===== src/rtl/ysyx_24100005_mem_arbiter.sv =====
// Arbitrates the single npc memory port between IFU fetches and LSU loads/stores.
// One transaction in flight, round-robin on contention, watchdog on unanswered requests.
//
// state  | meaning
// IDLE   | no transaction; grant requester, latch request on handshake
// ISSUE  | mem_req_valid high with latched request until memory accepts
// WAIT   | awaiting mem_rsp_valid; watchdog counts cycles toward timeout
module ysyx_24100005_mem_arbiter #(
    parameter int AW          = 32,
    parameter int DW          = 32,
    parameter int TIMEOUT_CYC = 16
) (
    input  logic              clk,
    input  logic              rst,
    input  logic              ifu_req_valid,
    output logic              ifu_req_ready,
    input  logic [AW-1:0]     ifu_addr,
    output logic              ifu_rsp_valid,
    input  logic              lsu_req_valid,
    output logic              lsu_req_ready,
    input  logic [AW-1:0]     lsu_addr,
    input  logic              lsu_wen,
    input  logic [DW-1:0]     lsu_wdata,
    input  logic [DW/8-1:0]   lsu_wmask,
    output logic              lsu_rsp_valid,
    output logic [DW-1:0]     rsp_rdata,
    output logic              rsp_err,
    output logic              mem_req_valid,
    input  logic              mem_req_ready,
    output logic [AW-1:0]     mem_addr,
    output logic              mem_wen,
    output logic [DW-1:0]     mem_wdata,
    output logic [DW/8-1:0]   mem_wmask,
    input  logic              mem_rsp_valid,
    input  logic [DW-1:0]     mem_rdata,
    output logic              busy
);

    localparam int CW = (TIMEOUT_CYC > 2) ? $clog2(TIMEOUT_CYC) : 1;

    typedef enum logic [1:0] {
        S_IDLE  = 2'd0,
        S_ISSUE = 2'd1,
        S_WAIT  = 2'd2
    } state_t;

    state_t          state;
    state_t          state_nxt;
    logic            last_lsu;
    logic            owner_lsu;
    logic [CW-1:0]   cnt;
    logic            ifu_win;
    logic            lsu_win;
    logic            ifu_hs;
    logic            lsu_hs;
    logic            timeout;

    // IFU wins a tie only when the LSU was served last
    assign ifu_win       = ifu_req_valid && (!lsu_req_valid || last_lsu);
    assign lsu_win       = lsu_req_valid && !ifu_win;
    assign ifu_req_ready = (state == S_IDLE) && ifu_win;
    assign lsu_req_ready = (state == S_IDLE) && lsu_win;
    assign ifu_hs        = ifu_req_valid && ifu_req_ready;
    assign lsu_hs        = lsu_req_valid && lsu_req_ready;
    assign timeout       = (cnt == CW'(TIMEOUT_CYC - 1));
    assign mem_req_valid = (state == S_ISSUE);
    assign busy          = (state != S_IDLE);

    always_ff @(posedge clk or posedge rst) begin
        if (rst) state <= S_IDLE;
        else     state <= state_nxt;
    end

    always_comb begin
        state_nxt = state;
        case (state)
            S_IDLE:  if (ifu_hs || lsu_hs)          state_nxt = S_ISSUE;
            S_ISSUE: if (mem_req_ready)             state_nxt = S_WAIT;
            S_WAIT:  if (mem_rsp_valid || timeout)  state_nxt = S_IDLE;
            default:                                state_nxt = S_IDLE;
        endcase
    end

    always_ff @(posedge clk or posedge rst) begin
        if (rst) begin
            last_lsu      <= 1'b1;
            owner_lsu     <= 1'b0;
            cnt           <= '0;
            mem_addr      <= '0;
            mem_wen       <= 1'b0;
            mem_wdata     <= '0;
            mem_wmask     <= '0;
            ifu_rsp_valid <= 1'b0;
            lsu_rsp_valid <= 1'b0;
            rsp_err       <= 1'b0;
            rsp_rdata     <= '0;
        end else begin
            ifu_rsp_valid <= 1'b0;
            lsu_rsp_valid <= 1'b0;
            rsp_err       <= 1'b0;
            case (state)
                S_IDLE: begin
                    if (lsu_hs) begin
                        mem_addr  <= lsu_addr;
                        mem_wen   <= lsu_wen;
                        mem_wdata <= lsu_wdata;
                        mem_wmask <= lsu_wmask;
                        owner_lsu <= 1'b1;
                        last_lsu  <= 1'b1;
                    end else if (ifu_hs) begin
                        mem_addr  <= ifu_addr;
                        mem_wen   <= 1'b0;
                        mem_wdata <= '0;
                        mem_wmask <= '0;
                        owner_lsu <= 1'b0;
                        last_lsu  <= 1'b0;
                    end
                end
                S_ISSUE: begin
                    if (mem_req_ready) cnt <= '0;
                end
                S_WAIT: begin
                    cnt <= cnt + 1'b1;
                    // a response arriving on the timeout cycle still counts as a response
                    if (mem_rsp_valid) begin
                        ifu_rsp_valid <= !owner_lsu;
                        lsu_rsp_valid <= owner_lsu;
                        rsp_rdata     <= mem_rdata;
                    end else if (timeout) begin
                        ifu_rsp_valid <= !owner_lsu;
                        lsu_rsp_valid <= owner_lsu;
                        rsp_err       <= 1'b1;
                        rsp_rdata     <= '0;
                    end
                end
                default: ;
            endcase
        end
    end

endmodule


===== config.mk =====
export PLATFORM = sky130hd
export DESIGN_NAME = ysyx_24100005_mem_arbiter
export DESIGN_NICKNAME = d
export VERILOG_FILES = /design/src/rtl/ysyx_24100005_mem_arbiter.sv
export SDC_FILE = /design/constraint.sdc
export NUM_CORES = 1
export LEC_CHECK = 0
export BUFFER_PORTS_ARGS = -buffer_cell sky130_fd_sc_hd__buf_2
export CORE_MARGIN = 2
export CORE_UTILIZATION = 47
export CTS_BUF_LIST = sky130_fd_sc_hd__clkbuf_4 sky130_fd_sc_hd__clkbuf_8
export DETAILED_ROUTE_END_ITERATION = 12
export PLACE_DENSITY = 0.89
export REMOVE_ABC_BUFFERS = 1
export SLEW_MARGIN = 25
export SYNTH_ARGS = -nofsm -noshare
export SYNTH_HDL_FRONTEND = slang
export SYNTH_SLANG_ARGS = --single-unit

===== constraint.sdc =====
create_clock -name clk -period 3.7 [get_ports clk]
set_clock_uncertainty 0.1 [all_clocks]
set_input_delay 0.185 -clock clk [delete_from_list [all_inputs] [get_ports clk]]
set_output_delay 0.185 -clock clk [all_outputs]
set_load 0.02 [all_outputs]

==> impl_metrics.json <==
{
  "cts.clk_slew.worst_paths_ps": 100,
  "overflow": 0,
  "area_growth_pct": 46.65,
  "syn_area_um2": 4796,
  "core-area_um2": 9819,
  "yosysMostFrequentCell": "dfrtp_1",
  "yosysUniqueCellTypes": 35,
  "syn_avg_cell_area_um2": 12.17,
  "cap_viol_max_count": 0,
  "htreeDepth": 3,
  "num_rows": 36,
  "design_area_um2": 7033,
  "synth_seq_area_share_pct": 58.47,
  "grt_antenna_before_repair": 0,
  "wirelength_um": 15850,
  "ys_ff_latch": 112,
  "start_util_pct": 48.84,
  "slew_viol_final": 0,
  "slew_headroom_pct": 35.33,
  "clkSinkCount": 112,
  "worstPathRequired_ps": 3410,
  "pin_count": 247,
  "yosys.area.top_type": "dfrtp_1",
  "cp_slowest_stage_delay_ps": 990,
  "routedWlPerCell_um": 18.98,
  "total_leakage_power_nw": 3.657,
  "drtIter0Drc": 308,
  "synth_edf_count": 0,
  "synthArstFlopShare_pct": 100.0,
  "max_slew.worst_pin.slew_ps": 964.0,
  "tns_ps": 0,
  "finalCritPeriodShare_pct": 86.32,
  "synth_area_leaders": "dfrtp_1 (58%), a22o_1 (13%), o2111ai_1 (5.8%), nand3b_1 (5.0%), and3_1 (4.4%)",
  "cts_made_buffers": 9,
  "worstSkewPairLatency_ps": 370,
  "finalNetCount": 837,
  "final_util_pct": 71.62,
  "hpwl_um": 9649,
  "synth_common_cells": "dfrtp_1 (111), a22o_1 (69), and3_1 (34)",
  "outcome": "completed",
  "cts_resized": 0,
  "crit_path_cell_trace": "nand2_1 -> and2_4 -> buf_2",
  "cts_tree": "yes",
  "layout-drive-gt1-share_pct": 39.60,
  "setup_viol": 0,
  "grt_max_degree": 92,
  "ant_nets": 0,
  "yosys_warnings": 0,
  "synth.top_cell.area_share_pct": 57.92,
  "grt_pass1_wl_um": 25100,
  "port_buffers": 246,
  "ctsRootBufferMaster": "clkbuf_8",
  "vdd_drop_max_uv": 465.3,
  "critPathMaxFanout": 38,
  "power_density_nw_per_um2": 804.1,
  "slowest_stage": "dfstp_2",
  "drtPass1Iterations": 5,
  "fmax_mhz": 313.1,
  "grt_usage_pct": 28.53,
  "vias": 4784,
  "hp-class": "input port to flop",
  "synthCells": 394,
  "diodes": 0,
  "crit_type": "flop to primary output",
  "cts_max_path_buffers": 2,
  "drc": 0,
  "fp.dieW_um": 105.0,
  "grt_setup_unrepaired": "false",
  "gp_congestion": 0.9037,
  "arrival_ps": 2910,
  "hold_viol": 0,
  "cp-start-kind": "flop",
  "grt_pass1_vias": 4989,
  "die-area_um2": 11030,
  "layout_min_cycle_time_ps": 3194,
  "via_per_inst": 5.729,
  "place_area_um2": 6006,
  "die_y_um": 105.0,
  "critPathCaptureType": "primary output",
  "ys.flop_type": "dfrtp_1"
}
routing by layer:
| metal | part of all wire (%) | routed length (um) | global-route usage (%) | vias up |
|---|---|---|---|---|
| met1 | 38 | 6000 | 33.59 | 2320 |
| met3 | 5.6 | 890 | 6.051 | 75 |
| met2 | 51 | 8140 | 48.19 | 268 |
| met5 | 0 | 0 | 0 | - |
| met4 | 5.1 | 813 | 16.38 | 0 |
| li1 | - | - | - | 2121 |
cells in the final DEF, fill, tap and decap left out, types with 2 or more instances in the layout:
cell type / count
o21ai_0: 32
buf_2: 246
clkinvlp_4: 2
o2111ai_1: 32
nor2_1: 8
and3_1: 34
nand3b_1: 32
nor2_4: 2
a22o_1: 69
dlygate4sd3_1: 82
nand2b_1: 2
inv_1: 3
dfrtp_1: 111
buf_4: 6
o21ai_2: 2
clkbuf_8: 9
a21oi_1: 6
inv_6: 4
worst paths after layout:
check                                 startpoint                        end  slack [ps]  depth (start not counted)
max                         last_lsu$_DFFE_PP1P_              lsu_req_ready         510                          3
max in group asynchronous                    rst   mem_wdata[1]$_DFFE_PP0P_        2360                          4
min reg2reg                owner_lsu$_DFFE_PP0P_    ifu_rsp_valid$_DFF_PP0_         350                          1
max reg2reg                 last_lsu$_DFFE_PP1P_   mem_wdata[8]$_DFFE_PP0P_         920                          3
min                                 ifu_addr[18]   mem_addr[18]$_DFFE_PP0P_          20                          3
min in group asynchronous                    rst  mem_wdata[13]$_DFFE_PP0P_         410                          3
power breakdown:
group	total, mW	internal, mW	switching (mW)
Clock	0.740	0.320	0.420
Sequential	2.20	1.79	0.406
Combinational	2.72	1.04	1.68
flip-flops by register name, indices dropped and copies added, names as in the netlist:
name	cells
mem_addr	32
mem_wdata	32
rsp_rdata	32
cnt	4
mem_wmask	4
state	2
ifu_rsp_valid	1
last_lsu	1
lsu_rsp_valid	1
mem_wen	1
owner_lsu	1
rsp_err	1
critical path, delay by kind of cell, from the launching register on:
family,cells,cell delay (ps)
flops,1,990
buf+inv,1,210
simple gates,2,1320
final cells by class:
cell class,count,area (um2)
repair buffers,334,2097
flip-flops and latches,112,2804
fillers,698,2786
well taps,133,166.4
inverters,5,23.77
multi-input cells,235,1742
clock buffers,9,123.9
clock inverters,7,76.32
metrics by stage:
step	power (mW)	cells	hold slack, ps	worst slack, ps
final	5.655	835	24.13	506.1
after global routing	5.967	835	7.984	384.0
after CTS	5.619	835	0.6440	618.9
after detailed placement	4.803	737	283.8	1042
after global placement	4.688	737	279.2	1074
after floorplan	3.773	352	147.9	457.7
kinds of logic (layout without fill, tap and decap cells):
family	count (synthesis)	count (layout)	synth area share, %
simple gates	86	86	11.95
flops	112	112	58.47
compound gates	148	148	23.85
fa+ha+maj	1	1	0.2609
buf+inv	47	355	5.479
what timing repair did:
item | CTS | global route
buffers inserted | 0 | 0
endpoints found under the hold margin | 170 | 0
hold buffers | 82 | 0
No activity file was read; power rests on OpenSTA's default activity.
